[config.mk]
export PLATFORM = sky130hd
export DESIGN_NAME = ram_seq_reader_flat
export DESIGN_NICKNAME = d
export VERILOG_FILES = /design/src/rtl/ram_seq_reader_if.sv /design/src/rtl/ram_seq_reader.sv /design/src/flat_wrapper.sv
export SDC_FILE = /design/constraint.sdc
export NUM_CORES = 1
export LEC_CHECK = 0
export CORE_MARGIN = 1.5
export CORE_UTILIZATION = 63
export CTS_CLUSTER_SIZE = 40
export DETAILED_ROUTE_END_ITERATION = 8
export DONT_BUFFER_PORTS = 1
export PLACE_DENSITY_LB_ADDON = 0.12
export SYNTH_ARGS = -nofsm -noshare
export SYNTH_HDL_FRONTEND = slang
export SYNTH_SLANG_ARGS = --single-unit
[constraint.sdc]
create_clock -name clk -period 3.4 [get_ports clk]
set_input_delay 0.51 -clock clk [delete_from_list [all_inputs] [get_ports clk]]
set_output_delay 0.51 -clock clk [all_outputs]
set_load 0.01 [all_outputs]
[src/rtl/ram_seq_reader_if.sv]
// ============================================================================
// Module   : ram_seq_reader_if
// Purpose  : Command, RAM-port and output-stream signals of the sequential
//            RAM reader, with reader (master) and environment (slave) views.
// Revision : 1.0
// ============================================================================
`default_nettype none

interface ram_seq_reader_if #(
  parameter int DATA_WIDTH = 8,
  parameter int ADDR_WIDTH = 10
) ();
  logic                  start;
  logic [ADDR_WIDTH-1:0] base_addr;
  logic [ADDR_WIDTH:0]   len;
  logic                  busy;
  logic                  done;
  logic [ADDR_WIDTH-1:0] mem_addr;
  logic [DATA_WIDTH-1:0] mem_q;
  logic [DATA_WIDTH-1:0] rd_data;
  logic                  rd_valid;
  logic                  rd_ready;

  modport master (
    input  start, base_addr, len, mem_q, rd_ready,
    output busy, done, mem_addr, rd_data, rd_valid
  );

  modport slave (
    output start, base_addr, len, mem_q, rd_ready,
    input  busy, done, mem_addr, rd_data, rd_valid
  );
endinterface

`default_nettype wire

[src/rtl/ram_seq_reader.sv]
// ============================================================================
// Module   : ram_seq_reader
// Purpose  : Reads len consecutive words from a 1-cycle-latency synchronous RAM
//            and streams them out through a 2-entry valid/ready buffer.
//            Optional running checksum enabled by SEQ_RD_CHECKSUM_EN.
// Revision : 1.0
// ============================================================================
`default_nettype none

module ram_seq_reader #(
  parameter int DATA_WIDTH = 8,
  parameter int ADDR_WIDTH = 10
) (
  input  logic clk,
  input  logic rst_n,
`ifdef SEQ_RD_CHECKSUM_EN
  output logic [DATA_WIDTH+ADDR_WIDTH-1:0] checksum,
`endif
  ram_seq_reader_if.master bus
);

  localparam logic [ADDR_WIDTH:0]   c_CNT_ONE  = {{ADDR_WIDTH{1'b0}}, 1'b1};
  localparam logic [ADDR_WIDTH-1:0] c_ADDR_ONE = {{(ADDR_WIDTH-1){1'b0}}, 1'b1};

  typedef enum logic [1:0] {
    ST_IDLE  = 2'd0,
    ST_FETCH = 2'd1,
    ST_DRAIN = 2'd2
  } state_t;

  state_t                r_state;
  state_t                w_next_state;
  logic [ADDR_WIDTH-1:0] r_addr;
  logic [ADDR_WIDTH:0]   r_to_issue;
  logic [ADDR_WIDTH:0]   r_to_deliver;
  logic [DATA_WIDTH-1:0] r_buf0;
  logic [DATA_WIDTH-1:0] r_buf1;
  logic [1:0]            r_occ;
  logic                  r_inflight;
  logic                  r_done;
  logic                  w_issue;
  logic                  w_done_set;
  logic                  w_pop;
  logic                  w_start_ok;
  logic                  w_room;

  assign w_pop      = (r_occ != 2'd0) && bus.rd_ready;
  assign w_start_ok = (r_state == ST_IDLE) && bus.start && (bus.len != '0);
  // Only issue if the word would still fit once it lands next cycle.
  assign w_room     = ({1'b0, r_occ} + {2'b00, r_inflight}) <= (3'd1 + {2'b00, w_pop});

  always_ff @(posedge clk or negedge rst_n) begin
    if (!rst_n) begin
      r_state <= ST_IDLE;
    end else begin
      r_state <= w_next_state;
    end
  end

  always_comb begin
    w_next_state = r_state;
    w_issue      = 1'b0;
    w_done_set   = 1'b0;
    case (r_state)
      ST_IDLE: begin
        if (bus.start) begin
          if (bus.len != '0) begin
            w_next_state = ST_FETCH;
          end else begin
            w_done_set = 1'b1;
          end
        end
      end
      ST_FETCH: begin
        w_issue = w_room;
        if (w_issue && (r_to_issue == c_CNT_ONE)) begin
          w_next_state = ST_DRAIN;
        end
      end
      ST_DRAIN: begin
        if (w_pop && (r_to_deliver == c_CNT_ONE)) begin
          w_next_state = ST_IDLE;
          w_done_set   = 1'b1;
        end
      end
      default: begin
        w_next_state = ST_IDLE;
      end
    endcase
  end

  always_ff @(posedge clk or negedge rst_n) begin
    if (!rst_n) begin
      r_addr       <= '0;
      r_to_issue   <= '0;
      r_to_deliver <= '0;
      r_inflight   <= 1'b0;
      r_done       <= 1'b0;
    end else begin
      r_inflight <= w_issue;
      r_done     <= w_done_set;
      if (w_start_ok) begin
        r_addr       <= bus.base_addr;
        r_to_issue   <= bus.len;
        r_to_deliver <= bus.len;
      end else begin
        if (w_issue) begin
          r_to_issue <= r_to_issue - c_CNT_ONE;
          // The final address is left on the bus rather than advanced.
          if (r_to_issue != c_CNT_ONE) begin
            r_addr <= r_addr + c_ADDR_ONE;
          end
        end
        if (w_pop) begin
          r_to_deliver <= r_to_deliver - c_CNT_ONE;
        end
      end
    end
  end

  always_ff @(posedge clk or negedge rst_n) begin
    if (!rst_n) begin
      r_buf0 <= '0;
      r_buf1 <= '0;
      r_occ  <= 2'd0;
    end else if (r_inflight && w_pop) begin
      if (r_occ == 2'd1) begin
        r_buf0 <= bus.mem_q;
      end else begin
        r_buf0 <= r_buf1;
        r_buf1 <= bus.mem_q;
      end
    end else if (r_inflight) begin
      if (r_occ == 2'd0) begin
        r_buf0 <= bus.mem_q;
      end else begin
        r_buf1 <= bus.mem_q;
      end
      r_occ <= r_occ + 2'd1;
    end else if (w_pop) begin
      r_buf0 <= r_buf1;
      r_occ  <= r_occ - 2'd1;
    end
  end

`ifdef SEQ_RD_CHECKSUM_EN
  logic [DATA_WIDTH+ADDR_WIDTH-1:0] r_checksum;

  always_ff @(posedge clk or negedge rst_n) begin
    if (!rst_n) begin
      r_checksum <= '0;
    end else if ((r_state == ST_IDLE) && bus.start) begin
      r_checksum <= '0;
    end else if (w_pop) begin
      r_checksum <= r_checksum + {{ADDR_WIDTH{1'b0}}, r_buf0};
    end
  end

  assign checksum = r_checksum;
`endif

  assign bus.mem_addr = r_addr;
  assign bus.rd_data  = r_buf0;
  assign bus.rd_valid = (r_occ != 2'd0);
  assign bus.busy     = (r_state != ST_IDLE);
  assign bus.done     = r_done;

endmodule

`default_nettype wire

[src/flat_wrapper.sv]
// flat-port wrapper written by rule: the top's interface ports become plain ports
module ram_seq_reader_flat 
#(
  parameter int DATA_WIDTH = 8,
  parameter int ADDR_WIDTH = 10
)
  (clk, rst_n, bus_start, bus_base_addr, bus_len, bus_mem_q, bus_rd_ready, bus_busy, bus_done, bus_mem_addr, bus_rd_data, bus_rd_valid);
  ram_seq_reader_if #(.DATA_WIDTH(DATA_WIDTH), .ADDR_WIDTH(ADDR_WIDTH)) bus_i ();
  input  logic clk;
  input  logic rst_n;
  input wire logic [$bits(bus_i.start)-1:0] bus_start;
  input wire logic [$bits(bus_i.base_addr)-1:0] bus_base_addr;
  input wire logic [$bits(bus_i.len)-1:0] bus_len;
  input wire logic [$bits(bus_i.mem_q)-1:0] bus_mem_q;
  input wire logic [$bits(bus_i.rd_ready)-1:0] bus_rd_ready;
  output wire logic [$bits(bus_i.busy)-1:0] bus_busy;
  output wire logic [$bits(bus_i.done)-1:0] bus_done;
  output wire logic [$bits(bus_i.mem_addr)-1:0] bus_mem_addr;
  output wire logic [$bits(bus_i.rd_data)-1:0] bus_rd_data;
  output wire logic [$bits(bus_i.rd_valid)-1:0] bus_rd_valid;
  assign bus_i.start = bus_start;
  assign bus_i.base_addr = bus_base_addr;
  assign bus_i.len = bus_len;
  assign bus_i.mem_q = bus_mem_q;
  assign bus_i.rd_ready = bus_rd_ready;
  assign bus_busy = bus_i.busy;
  assign bus_done = bus_i.done;
  assign bus_mem_addr = bus_i.mem_addr;
  assign bus_rd_data = bus_i.rd_data;
  assign bus_rd_valid = bus_i.rd_valid;
  ram_seq_reader #(.DATA_WIDTH(DATA_WIDTH), .ADDR_WIDTH(ADDR_WIDTH)) u_core (.clk(clk), .rst_n(rst_n), .bus(bus_i));
endmodule
Word-level counts from Yosys, hierarchy flattened
Cells that the tools add are included.
{"block": "word_totals", "inputBits": 33, "regBits": 54, "out_inout_bits": 21, "elab_cells": 81}
{"block": "op_classes", "mux": 28, "n_eq_ne": 13, "bitwise": 1, "n_addsub": 7, "order_cmp": 1, "reduce_logical": 22}
{"cell": "$mux W8", "count": 9}
{"cell": "$mux W11", "count": 4}
{"cell": "$mux W10", "count": 3}
{"cell": "$eq A11 B1 Y1 const B", "count": 2}
{"cell": "$sub A11 B1 Y11 const B", "count": 2}
{"cell": "$reduce_bool A2 Y1", "count": 7}
{"cell": "$mux W2", "count": 6}
{"cell": "$ne A11 B1 Y1 const B", "count": 1}
{"cell": "$reduce_bool A11 Y1", "count": 1}
{"cell": "$add A10 B1 Y10 const B", "count": 1}
{"cell": "$logic_and A1 B1 Y1", "count": 6}
{"cell": "$ne A2 B1 Y1 const B", "count": 3}
{"cell": "$ne A2 B2 Y1 const B", "count": 3}
{"cell": "$pmux W2 S3", "count": 1}
{"cell": "$reduce_and A2 Y1", "count": 3}
{"cell": "$eq A2 B1 Y1 const B", "count": 2}
{"cell": "$logic_not A2 Y1", "count": 2}
{"cell": "$mux W1", "count": 4}
{"cell": "$reduce_and A4 Y1", "count": 1}
{"cell": "$add A2 B1 Y3", "count": 1}
{"cell": "$le A3 B3 Y1", "count": 1}
{"cell": "$ne A3 B3 Y1 const B", "count": 1}
{"cell": "$reduce_and A3 Y1", "count": 1}
{"cell": "$reduce_bool A3 Y1", "count": 1}
{"cell": "6 further kinds", "count": 6}

Depth between registers and ports, before layout
{"block": "depth", "ltp_word": 7, "depth_mapped": 9, "depth_no_buf": 7}

Least setup slack after synthesis
Ideal clock, no wire load.
{"block": "synth_timing", "path_kind": "flip-flop to flip-flop", "start": "register u_core.r_inflight", "end": "register u_core.r_to_issue[7]", "period_less_slack_ps": 2648, "required_ps": 3274, "path_stages_with_launch": 9, "setup_slack_ps": 752, "setup_time_ps": 126, "arrival_time_ps": 2522, "path_cell_list": "dfrtp_1 -> clkbuf_1 -> inv_1 -> ha_1 -> or3b_4 -> a211o_4 -> inv_2 -> mux2_2 -> a221o_1"}
{"block": "synth_via", "elab_chain_cells": 4}
{"item": "start: declaration", "line": "ram_seq_reader.sv:39", "rtl": "logic r_inflight;"}
{"item": "start signal: assignment", "line": "ram_seq_reader.sv:100", "rtl": "r_inflight <= w_issue;"}
{"item": "$add A2 B1 Y3", "line": "ram_seq_reader.sv:50", "rtl": "assign w_room = ({1'b0, r_occ} + {2'b00, r_inflight}) <= (3'd1 + {2'b00, w_pop});"}
{"item": "$le A3 B3 Y1", "line": "ram_seq_reader.sv:50"}
{"item": "$mux W1", "line": "ram_seq_reader.sv:64", "rtl": "case (r_state)"}
{"item": "net u_core.w_issue", "line": "ram_seq_reader.sv:41", "rtl": "logic w_issue;"}
{"item": "$reduce_bool A2 Y1 (no source line)"}
{"item": "end signal: assignment", "line": "ram_seq_reader.sv:104", "rtl": "r_to_issue <= bus.len;"}
{"item": "end signal: assignment", "line": "ram_seq_reader.sv:108", "rtl": "r_to_issue <= r_to_issue - c_CNT_ONE;"}
{"item": "end: declaration", "line": "ram_seq_reader.sv:34", "rtl": "logic [ADDR_WIDTH:0] r_to_issue;"}
The timed path passes the listed nets, and every way through them passes these cells.
A chain may end at the register's enable or synchronous reset.

Worst setup path in the final report
Ends and elaborated chain as after synthesis.

==> impl_metrics.ini <==
[power_and_ir_drop]
combPwrFrac = 0.452
power.density_nw_per_um2 = 1010
clkPwrFrac = 0.136
net-switching-power_w = 0.00140
power_leakage_nw = 1.30
sw_frac_of_total = 0.433
ir_drop_mv = 0.560
fin_total_pwr_w = 0.00323
seqPwrFrac = 0.412
p_int_w = 0.00183

[logic_synthesis]
syn-num-nets = 352
synth_seq_area_share = 0.449
avgSynthCellArea_um2 = 9.77
synthCells = 308
synth.top_cells.by_count = dfrtp_1 (54), nor2_1 (32), nand2_1 (25), o21ai_0 (21), inv_1 (14)
synthMuxAreaShare = 0.0611
synth_top_family_by_area = simple AND/OR/NAND/NOR gates
synth.area.top_cells = dfrtp_1 (45%), ha_1 (4.6%), mux2_2 (4.1%), nor2_1 (4.0%), o21ai_0 (3.5%)
synthXorXnorAreaFrac = 0.0349
ys_seq_elements = 54
synth_area_um2 = 3010
synth-simple-area-share = 0.206
yosysUniqueCellTypes = 55
synth-edff-count = 0
async_flop_share = 1.00
synth.most_common_cell = dfrtp_1
synth_adder_area_share = 0.0457
synth_ff_type = dfrtp_1
ys_warn_count = 0
yosysTopAreaCell = dfrtp_1
synth_compound_area_frac = 0.166
synth_top_area_frac = 0.449

[detailed_routing]
dr.pass1.iters = 4
drtIter0Drc = 173
wire_per_inst_um = 18.4
ant_nets = 0
num_vias = 2372
routed_via_density = 6.57
drt_wl_total_um = 6640
route.detailed.drc = 0

[worst_setup_path]
regToRegSetupSlack_ns = 0.52
start_kind = flop
rr_startpoint = u_core.r_inflight$_DFF_PN0_
path_max_fanout = 23
arrival_ns = 3.08
cp_data_required_time_ns = 3.60
r2r-end = u_core.r_to_issue[7]$_DFFE_PN0P_
critical_path_class = reg -> reg
r2r_cells = 7
crit_path_end = u_core.r_to_issue[7]$_DFFE_PN0P_
end_kind = flop
startpoint = u_core.r_inflight$_DFF_PN0_

[placed_design]
dp_hpwl_um = 4740
place_congestion = 0.868
io_buffers = 0
place_inst = 352

[global_route]
first_global_vias = 2306
antenna_found_initial = 0
grt_use_total = 0.278
grt_max_degree = 55
globalRouteOverflowTotal = 0
grt_pass1_wl_um = 11100

[clock_tree]
cts.clk_slew.worst_paths_ns = 0.10
cts_tree = done
cts_sinks = 54
clockRootBuffer = clkbuf_8
cts_buffers = 5
insertion_delay_ns = 0.31
cts.htree.levels = 2
cts_max_path_buffers = 2

[timing]
skew_ns = 0.00591
rsz0062_at_grt = no
max_slew_margin = 0.470
fin_setup_tns_ns = 0
setup_violations = 0
hold_viol = 0
slew_violations = 0
fmax_ghz = 0.348
finalCritPeriodShare = 0.846
finalCriticalPeriod_ns = 2.88
worstMarginPinSlew_ns = 0.795
hold_ws_ns = 0.0352

[floorplanning]
die-area_um2 = 5200
rows = 24
die-height_um = 72.1
io_pins = 54
core-area_um2 = 4470
fp.dieW_um = 72.1
initial_core_util = 0.673

[final_layout]
fin_cells = 361
register_area_um2 = 1350
nNetsFinal = 352
multi_input_area_um2 = 1560
drive_gt1_frac = 0.107
antennaDiodeCount = 0
nFillCells = 330
syn_to_final_growth_pct = 5.90
utilization = 0.713

[min_path]
hp-class = in -> async

[outcome]
status = finished clean

[run]
timing.max_cap.violations = 0
[placed cells by master, fill, tap and decap left out, types with 4 or more instances in the layout]
cell type | Yosys | final
a21oi_1 | 7 | 7
nand4_1 | 4 | 4
o31ai_1 | 6 | 6
ha_1 | 11 | 11
or4_1 | 11 | 11
mux2_2 | 11 | 11
nand3_1 | 10 | 10
mux2i_1 | 6 | 6
xor2_1 | 7 | 7
nor4_1 | 4 | 4
nor3_1 | 5 | 5
nand2_1 | 25 | 25
nor2_1 | 32 | 32
o21ai_0 | 21 | 21
a221o_1 | 4 | 4
clkbuf_8 | 0 | 5
dfrtp_1 | 54 | 54
o22ai_1 | 6 | 6
inv_1 | 14 | 14
a31oi_1 | 8 | 8
xnor2_1 | 5 | 5
[power by group through the flow]
| stage | clock network [W] | registers [W] | logic (W) |
|---|---|---|---|
| floorplan | 0 | 0.00125 | 0.00120 |
| global placement | 0 | 0.00133 | 0.00138 |
| detailed placement | 0 | 0.00134 | 0.00143 |
| CTS | 0.000447 | 0.00133 | 0.00146 |
| global route | 0.000470 | 0.00138 | 0.00164 |
| finish | 0.000438 | 0.00133 | 0.00146 |
[how the worst min path moves through the flow]
stage,start,end,slack [ns],cells past startpoint
floorplan,rst_n,u_core.bus.done$_DFF_PN0_,0.21,0
global placement,rst_n,u_core.bus.done$_DFF_PN0_,0.22,0
detailed placement,rst_n,u_core.bus.done$_DFF_PN0_,0.22,0
CTS,rst_n,u_core.bus.done$_DFF_PN0_,0.04,1
global route,rst_n,u_core.bus.done$_DFF_PN0_,0.05,1
finish,rst_n,u_core.bus.done$_DFF_PN0_,0.04,1
[layer usage]
layer | track usage | routed length, µm | vias to the layer above
met2 | 0.423 | 3070 | 62
li1 | - | - | 1142
met1 | 0.389 | 2970 | 1154
met5 | 0 | 0 | -
met4 | 0.109 | 153 | 0
met3 | 0.0639 | 448 | 14
[worst max-delay path: stages, from the launching register on]
cell and delay [ns]:
dfrtp_1 0.57, inv_1 0.15, ha_1 0.32, or3b_4 0.40, a211o_4 0.45, inv_2 0.21
mux2_2 0.36, a221o_1 0.29
[final cells by class]
cell class | count | share of cell area
well taps | 52 | 0.0204
inverters | 15 | 0.0177
clock buffers | 6 | 0.0228
repair buffers | 4 | 0.0157
clock inverters | 2 | 0.0118
multi-input cells | 228 | 0.488
flip-flops and latches | 54 | 0.424
[stage by stage]
stage | cell area [µm²] | setup WS, ns
after global routing | 3190 | 0.372
final | 3190 | 0.523
after CTS | 3190 | 0.533
after detailed placement | 3050 | 0.546
after global placement | 3050 | 0.634
after floorplan | 3010 | 0.752
[cells by family (layout without fill, tap and decap cells)]
family                   count (synthesis)  in the layout
buffers and inverters                   26             27
flip-flops                              54             54
AND/OR/NAND/NOR                        116            116
multiplexers                            17             17
adder cells (fa/ha/maj)                 11             11
XOR/XNOR                                12             12
AO/OA/AOI/OAI                           72             72
[state kept, by name, summed over array words and instances, names as in the netlist]
register             cells
u_core.r_buf1            8
u_core.r_inflight        1
u_core.bus.mem_addr     10
u_core.bus.done          1
u_core.r_state           2
u_core.bus.rd_data       8
u_core.r_to_issue       11
u_core.r_occ             2
u_core.r_to_deliver     11
[repair_timing]
action	4_1_cts	5_1_grt
buffers inserted	0	0
hold buffers	1	0
gates resized for setup	0	0
hold endpoints to repair	54	0
Note: power is estimated with default switching activity, not from simulation.
